### src/rtl/lcd_pkg.sv
// Shared types and constants for the LCD display controller and its window consumers.
package lcd_pkg;

   localparam int unsigned PIX_W_DEF = 8;
   localparam int unsigned WIN_N     = 9;
   localparam int unsigned WIN_CTR   = 4;
   localparam int unsigned IDX_W     = 4;
   localparam int unsigned CNT_W     = 4;

   // Sum of WIN_N pixels needs four extra bits over the pixel width.
   function automatic int unsigned sum_w(input int unsigned pix_w);
      return pix_w + 4;
   endfunction

   localparam int unsigned SUM_W = sum_w(PIX_W_DEF);

   typedef enum logic [1:0] {
      IDLE = 2'd0,
      ACC  = 2'd1,
      DONE = 2'd2
   } win_state_t;

   // Command codes accepted by the display controller.
   typedef enum logic [2:0] {
      CMD_NOP        = 3'd0,
      CMD_RESET      = 3'd1,
      CMD_LOAD_IMG   = 3'd2,
      CMD_SHIFT_UP   = 3'd3,
      CMD_SHIFT_DOWN = 3'd4,
      CMD_SHIFT_LEFT = 3'd5,
      CMD_SHIFT_RGT  = 3'd6,
      CMD_READ_WIN   = 3'd7
   } lcd_cmd_t;

endpackage

### src/rtl/win_acc.sv
// Next-value datapath for the window statistics accumulator; seed restarts from the pixel.
module win_acc
   import lcd_pkg::*;
#(
   parameter int unsigned          PIX_W  = 8,
   parameter logic [PIX_W-1:0]     THRESH = PIX_W'(128)
) (
   input  logic                   seed,
   input  logic [PIX_W-1:0]       pix,
   input  logic [PIX_W+4-1:0]     sum,
   input  logic [PIX_W-1:0]       min_v,
   input  logic [PIX_W-1:0]       max_v,
   input  logic [CNT_W-1:0]       cnt,
   output logic [PIX_W+4-1:0]     sum_nxt_c,
   output logic [PIX_W-1:0]       min_nxt_c,
   output logic [PIX_W-1:0]       max_nxt_c,
   output logic [CNT_W-1:0]       cnt_nxt_c
);

   localparam int unsigned RSUM_W = sum_w(PIX_W);

   logic above_c;

   always_comb begin
      above_c = (pix > THRESH);
      if (seed) begin
         sum_nxt_c = RSUM_W'(pix);
         min_nxt_c = pix;
         max_nxt_c = pix;
         cnt_nxt_c = CNT_W'(above_c);
      end else begin
         sum_nxt_c = sum + RSUM_W'(pix);
         min_nxt_c = (pix < min_v) ? pix : min_v;
         max_nxt_c = (pix > max_v) ? pix : max_v;
         cnt_nxt_c = cnt + CNT_W'(above_c);
      end
   end

endmodule

### src/rtl/lcd_win_stats.sv
// Captures 3x3 window bursts from the LCD controller and publishes sum/min/max/centre/count
// through a valid/ready result register; the next burst accumulates while a result is pending.
module lcd_win_stats
   import lcd_pkg::*;
#(
   parameter int unsigned      PIX_W  = 8,
   parameter logic [PIX_W-1:0] THRESH = PIX_W'(128)
) (
   input  logic                 clk,
   input  logic                 reset,
   input  logic [PIX_W-1:0]     pix_in,
   input  logic                 pix_valid,
   output logic                 res_valid,
   input  logic                 res_ready,
   output logic [PIX_W+4-1:0]   res_sum,
   output logic [PIX_W-1:0]     res_min,
   output logic [PIX_W-1:0]     res_max,
   output logic [PIX_W-1:0]     res_ctr,
   output logic [CNT_W-1:0]     res_cnt,
   output logic                 short_err,
   output logic                 overrun
);

   localparam int unsigned       RSUM_W   = sum_w(PIX_W);
   localparam logic [IDX_W-1:0]  IDX_LAST = IDX_W'(WIN_N - 1);
   localparam logic [IDX_W-1:0]  IDX_CTR  = IDX_W'(WIN_CTR);

   win_state_t          state, state_nxt;
   logic [IDX_W-1:0]    idx, idx_nxt;

   logic [RSUM_W-1:0]   acc_sum, acc_sum_nxt;
   logic [PIX_W-1:0]    acc_min, acc_min_nxt;
   logic [PIX_W-1:0]    acc_max, acc_max_nxt;
   logic [PIX_W-1:0]    acc_ctr, acc_ctr_nxt;
   logic [CNT_W-1:0]    acc_cnt, acc_cnt_nxt;

   logic                res_valid_nxt;
   logic [RSUM_W-1:0]   res_sum_nxt;
   logic [PIX_W-1:0]    res_min_nxt, res_max_nxt, res_ctr_nxt;
   logic [CNT_W-1:0]    res_cnt_nxt;
   logic                short_err_nxt, overrun_nxt;

   logic                seed_c;
   logic [RSUM_W-1:0]   dp_sum_c;
   logic [PIX_W-1:0]    dp_min_c, dp_max_c;
   logic [CNT_W-1:0]    dp_cnt_c;

   win_acc #(
      .PIX_W  (PIX_W),
      .THRESH (THRESH)
   ) u_win_acc (
      .seed      (seed_c),
      .pix       (pix_in),
      .sum       (acc_sum),
      .min_v     (acc_min),
      .max_v     (acc_max),
      .cnt       (acc_cnt),
      .sum_nxt_c (dp_sum_c),
      .min_nxt_c (dp_min_c),
      .max_nxt_c (dp_max_c),
      .cnt_nxt_c (dp_cnt_c)
   );

   // State, index, accumulator and result register
   always_ff @(posedge clk or posedge reset) begin
      if (reset) begin
         state     <= IDLE;
         idx       <= '0;
         acc_sum   <= '0;
         acc_min   <= '0;
         acc_max   <= '0;
         acc_ctr   <= '0;
         acc_cnt   <= '0;
         res_valid <= 1'b0;
         res_sum   <= '0;
         res_min   <= '0;
         res_max   <= '0;
         res_ctr   <= '0;
         res_cnt   <= '0;
         short_err <= 1'b0;
         overrun   <= 1'b0;
      end else begin
         state     <= state_nxt;
         idx       <= idx_nxt;
         acc_sum   <= acc_sum_nxt;
         acc_min   <= acc_min_nxt;
         acc_max   <= acc_max_nxt;
         acc_ctr   <= acc_ctr_nxt;
         acc_cnt   <= acc_cnt_nxt;
         res_valid <= res_valid_nxt;
         res_sum   <= res_sum_nxt;
         res_min   <= res_min_nxt;
         res_max   <= res_max_nxt;
         res_ctr   <= res_ctr_nxt;
         res_cnt   <= res_cnt_nxt;
         short_err <= short_err_nxt;
         overrun   <= overrun_nxt;
      end
   end

   // Next-state and next-value logic
   always_comb begin
      state_nxt     = state;
      idx_nxt       = idx;
      seed_c        = 1'b0;
      acc_sum_nxt   = acc_sum;
      acc_min_nxt   = acc_min;
      acc_max_nxt   = acc_max;
      acc_ctr_nxt   = acc_ctr;
      acc_cnt_nxt   = acc_cnt;
      res_valid_nxt = res_valid && !res_ready;
      res_sum_nxt   = res_sum;
      res_min_nxt   = res_min;
      res_max_nxt   = res_max;
      res_ctr_nxt   = res_ctr;
      res_cnt_nxt   = res_cnt;
      short_err_nxt = 1'b0;
      overrun_nxt   = 1'b0;

      unique case (state)
         IDLE: begin
            if (pix_valid) begin
               seed_c      = 1'b1;
               acc_sum_nxt = dp_sum_c;
               acc_min_nxt = dp_min_c;
               acc_max_nxt = dp_max_c;
               acc_cnt_nxt = dp_cnt_c;
               idx_nxt     = IDX_W'(1);
               state_nxt   = ACC;
            end
         end

         ACC: begin
            if (pix_valid) begin
               acc_sum_nxt = dp_sum_c;
               acc_min_nxt = dp_min_c;
               acc_max_nxt = dp_max_c;
               acc_cnt_nxt = dp_cnt_c;
               if (idx == IDX_CTR) begin
                  acc_ctr_nxt = pix_in;
               end
               if (idx == IDX_LAST) begin
                  idx_nxt   = '0;
                  state_nxt = DONE;
               end else begin
                  idx_nxt = idx + IDX_W'(1);
               end
            end else begin
               short_err_nxt = 1'b1;
               idx_nxt       = '0;
               state_nxt     = IDLE;
            end
         end

         DONE: begin
            // A consume in this cycle frees the register for the new result.
            if (!res_valid || res_ready) begin
               res_valid_nxt = 1'b1;
               res_sum_nxt   = acc_sum;
               res_min_nxt   = acc_min;
               res_max_nxt   = acc_max;
               res_ctr_nxt   = acc_ctr;
               res_cnt_nxt   = acc_cnt;
            end else begin
               overrun_nxt = 1'b1;
            end
            if (pix_valid) begin
               seed_c      = 1'b1;
               acc_sum_nxt = dp_sum_c;
               acc_min_nxt = dp_min_c;
               acc_max_nxt = dp_max_c;
               acc_cnt_nxt = dp_cnt_c;
               idx_nxt     = IDX_W'(1);
               state_nxt   = ACC;
            end else begin
               idx_nxt   = '0;
               state_nxt = IDLE;
            end
         end

         default: begin
            idx_nxt   = '0;
            state_nxt = IDLE;
         end
      endcase
   end

endmodule

### config.mk
export PLATFORM = sky130hd
export DESIGN_NAME = lcd_win_stats
export DESIGN_NICKNAME = d
export VERILOG_FILES = /design/src/rtl/lcd_pkg.sv /design/src/rtl/win_acc.sv /design/src/rtl/lcd_win_stats.sv
export SDC_FILE = /design/constraint.sdc
export NUM_CORES = 1
export LEC_CHECK = 0
export BUFFER_PORTS_ARGS = -buffer_cell sky130_fd_sc_hd__buf_2
export CORE_MARGIN = 2
export CORE_UTILIZATION = 58
export CTS_CLUSTER_SIZE = 28
export DETAILED_ROUTE_END_ITERATION = 6
export PLACE_DENSITY_LB_ADDON = 0.15
export SLEW_MARGIN = 10
export SYNTH_ARGS = -nofsm -noshare
export SYNTH_HDL_FRONTEND = slang
export SYNTH_SLANG_ARGS = --single-unit
### constraint.sdc
create_clock -name clk -period 3 [get_ports clk]
set_input_delay 0.15 -clock clk [delete_from_list [all_inputs] [get_ports clk]]
set_output_delay 0.15 -clock clk [all_outputs]
set_load 0.05 [all_outputs]
==> out/summary.log <==
qor: sta.final_critical_path_required_period 2330 ps
qor: sta.relSlewSlack 49.3%
qor: global_routing.grt_antenna_before_repair 0
qor: route.routed_wirelength 9.72 mm
qor: clock_tree.cts_htree_levels 3
qor: route.drt-pass1-iter-count 4
qor: worst_setup_path.crit_path_max_fanout 20
qor: worst_setup_path.worst-endpoint-required 3250 ps
qor: sta.grt_setup_unrepaired no
qor: worst_setup_path.worstPathArrival 2580 ps
qor: sta.timing.clock.skew 11.8 ps
qor: synth.synth-edff-count 0
qor: place.hpwlAfterDp 6.60 mm
qor: sta.number_of_endpoints_failing_setup_at_the_final_stage 0
qor: floorplanning.io-pin-count 55
qor: route.detail_route.iter0.violations 151
qor: final_layout.antennaDiodeCount 0
qor: synth.netlist_area 4420 µm²
qor: clock_tree.numCtsBuffers 9
qor: power_and_ir_drop.power_leakage 2.50 nW
qor: global_routing.grt_max_degree 55
qor: synth.synth.top_cells.by_count 89 x sky130_fd_sc_hd__dfrtp_1, 46 x sky130_fd_sc_hd__nand2_1, 39 x sky130_fd_sc_hd__mux2_2
qor: final_layout.fillCellCount 572
qor: worst_setup_path.worstSetupPathType reg -> reg
qor: sta.timing_limited_maximum_frequency 430 MHz
qor: synth.post-synth-top-area-fraction 50.4%
qor: synth.syn-mean-instance-area 10.7 µm²
qor: sta.worst_max_slew_pin_slew 761 ps
qor: synth.post-synth-top-count-cell sky130_fd_sc_hd__dfrtp_1
qor: synth.syn-instance-count 415
qor: clock_tree.clockBufferDepth 2
qor: hold_path.hold-path-cell-count 3
qor: synth.asyncSetResetFlopFracSynth 100%
qor: worst_setup_path.r2r_setup_slack 670 ps
qor: floorplanning.initial_core_util 60.3%
qor: sta.timing.final.crit_share 77.6%
qor: global_routing.groute.usage.overall 25.8%
qor: floorplanning.fp.dieH 91.3 µm
qor: synth.yosys-top-cells-area sky130_fd_sc_hd__dfrtp_1 50%, sky130_fd_sc_hd__mux2_2 9.9%, sky130_fd_sc_hd__ha_1 7.6%
qor: route.drc_errors 0
qor: synth.postSynthRegisterBits 89
qor: final_layout.post_route_cells_drive_above_1_share 25.8%
qor: run.max_cap_violations 0
qor: synth.ys.flop_type sky130_fd_sc_hd__dfrtp_1
qor: worst_setup_path.crit_path_end_kind flip-flop
qor: clock_tree.cts.root.buffer_cell sky130_fd_sc_hd__clkbuf_8
qor: floorplanning.std_cell_rows 31
qor: worst_setup_path.crit_path_end acc_min[0]
qor: clock_tree.cts.repair_timing.setup_buffer_count 0
qor: sta.final_max_slew_viol_count 0
qor: clock_tree.clock-sinks 89
qor: synth.synthDistinctLibCells 42
qor: worst_setup_path.rr_endpoint acc_min[0]
qor: sta.setup_slack 673 ps
qor: clock_tree.cts_tree built
qor: power_and_ir_drop.power.ir.vdd_worst 0.454 mV
qor: synth.synthesis.nets 455
qor: clock_tree.clk_pin_slew 90 ps
qor: synth.synth_sequential_area_ratio 50.4%
qor: place.port_buffers 54
qor: global_routing.grt_pass1_wl 17.0 mm
qor: worst_setup_path.critical_path.startpoint_type flip-flop
qor: floorplanning.core_region_area 7330 µm²
qor: route.vias_per_cell 5.86
qor: synth.number_of_warnings_printed_during_yosys_synthesis 0
qor: outcome.status complete, no violations
qor: floorplanning.die-area 8340 µm²
qor: global_routing.grt-ovfl-total 0
qor: place.place_worst_setup_slack 698 ps
qor: route.route.vias.total 3,367
qor: clock_tree.cts.repair.resized 0
qor: clock_tree.clock_insertion_delay_worst_skew 370 ps
qor: floorplanning.die-width 91.3 µm
qor: global_routing.grt_pass1_vias 3,545
qor: power_and_ir_drop.power_density 738 nW/µm²
qor: sta.hold_violations 0
qor: place.place_congestion 0.857
qor: worst_setup_path.worst_r2r_path_depth 5
qor: final_layout.layout.nets 511
qor: synth.synthDominantAreaCellType sky130_fd_sc_hd__dfrtp_1
qor: worst_setup_path.ff_to_ff_start state[0]
qor: route.route.antenna.remaining_nets 0
qor: hold_path.timing.hold.worst.class in -> reg
qor: sta.fin_setup_tns 0 ps
qor: final_layout.area_growth_syn_to_layout 15.0%
qor: worst_setup_path.crit_path_start state[0]
qor: route.routed_wire_length_per_instance 16.9 µm
qor: sta.finalHoldWorstSlack 107 ps
==> power by group <==
part | switching, mW | total (mW) | internal, mW
registers | 0.167 | 1.59 | 1.42
logic | 0.625 | 1.08 | 0.457
clock network | 0.444 | 1.09 | 0.646
total | 1.24 | 3.76 | 2.52
==> timing repair <==
item,in CTS,in global routing
hold buffers,1,0
endpoints found under the setup margin,0,0
hold endpoints to repair,35,0
==> metrics by stage <==
step	std cells	util (%)	instance area [µm²]	power (mW)
global route	575	69.4	5090	4.02
detailed placement	558	65.6	4810	2.67
CTS	575	69.4	5090	3.78
finish	575	69.4	5090	3.76
floorplan	415	-	4420	2.38
global placement	558	65.6	4810	2.61
==> cell type report <==
class | count | area (µm²) | area share [%]
clock buffer | 9 | 124 | 2.43
tap | 99 | 124 | 2.43
multi-input combinational | 288 | 2050 | 40.2
sequential | 89 | 2230 | 43.8
clock inverter | 7 | 146 | 2.88
timing repair buffer | 61 | 338 | 6.64
inverter | 22 | 83.8 | 1.65
==> logic make-up after synthesis <==
family,after synthesis,synth area share [%]
and+or+nand+nor,124,14.1
adders and majority gates,28,8.09
DFF,89,50.4
buffers and inverters,38,3.45
AOI/OAI and AO/OA,90,12.6
muxes,40,10.2
xor gates and xnor gates,6,1.19
==> state kept, by name (all words and copies together) (netlist names), 8 cells and up <==
name and cells:
acc_min 8, acc_max 8, res_sum 12, acc_ctr 8, res_max 8, acc_sum 12
res_ctr 8, res_min 8
==> metal layers <==
layer  global-route usage (%)  routed length (µm)  vias to the layer above
li1                         -                   -                     1612
met2                     43.1                4860                       86
met1                     32.9                4250                     1652
met3                     5.06                 407                       17
met4                     10.7                 204                        0
met5                        0                   0                        -
==> worst min path at each step <==
stage	from	to	slack, ps
global placement	reset	acc_max[4]	240
CTS	res_ready	overrun	90
floorplan	pix_in[0]	acc_max[0]	290
finish	res_ready	overrun	110
detailed placement	reset	res_min[6]	250
global route	res_ready	overrun	150
==> layout by cell type, fill, tap and decap left out, types with 5 or more instances in the layout <==
cell                       count
sky130_fd_sc_hd__ha_1         27
sky130_fd_sc_hd__nor2_1       16
sky130_fd_sc_hd__o22ai_1       6
sky130_fd_sc_hd__nand2_1      46
sky130_fd_sc_hd__dfrtp_1      89
sky130_fd_sc_hd__nand3_1      15
sky130_fd_sc_hd__nand4_1      13
sky130_fd_sc_hd__inv_1        21
sky130_fd_sc_hd__nand2b_1      6
sky130_fd_sc_hd__buf_4         5
sky130_fd_sc_hd__or4_1        10
sky130_fd_sc_hd__o211ai_1     17
sky130_fd_sc_hd__buf_2        54
sky130_fd_sc_hd__clkbuf_8      9
sky130_fd_sc_hd__mux2_2       39
sky130_fd_sc_hd__o21ai_0      33
sky130_fd_sc_hd__a21oi_1      18
==> worst max-delay path, cell delays in order, from the launching register on <==
cell,delay (ps)
sky130_fd_sc_hd__dfrtp_1,790
sky130_fd_sc_hd__nand2_1,140
sky130_fd_sc_hd__nand2_2,290
sky130_fd_sc_hd__a211oi_1,110
sky130_fd_sc_hd__a31oi_2,480
sky130_fd_sc_hd__mux2_2,400
Power figures use the tool's default switching activity.
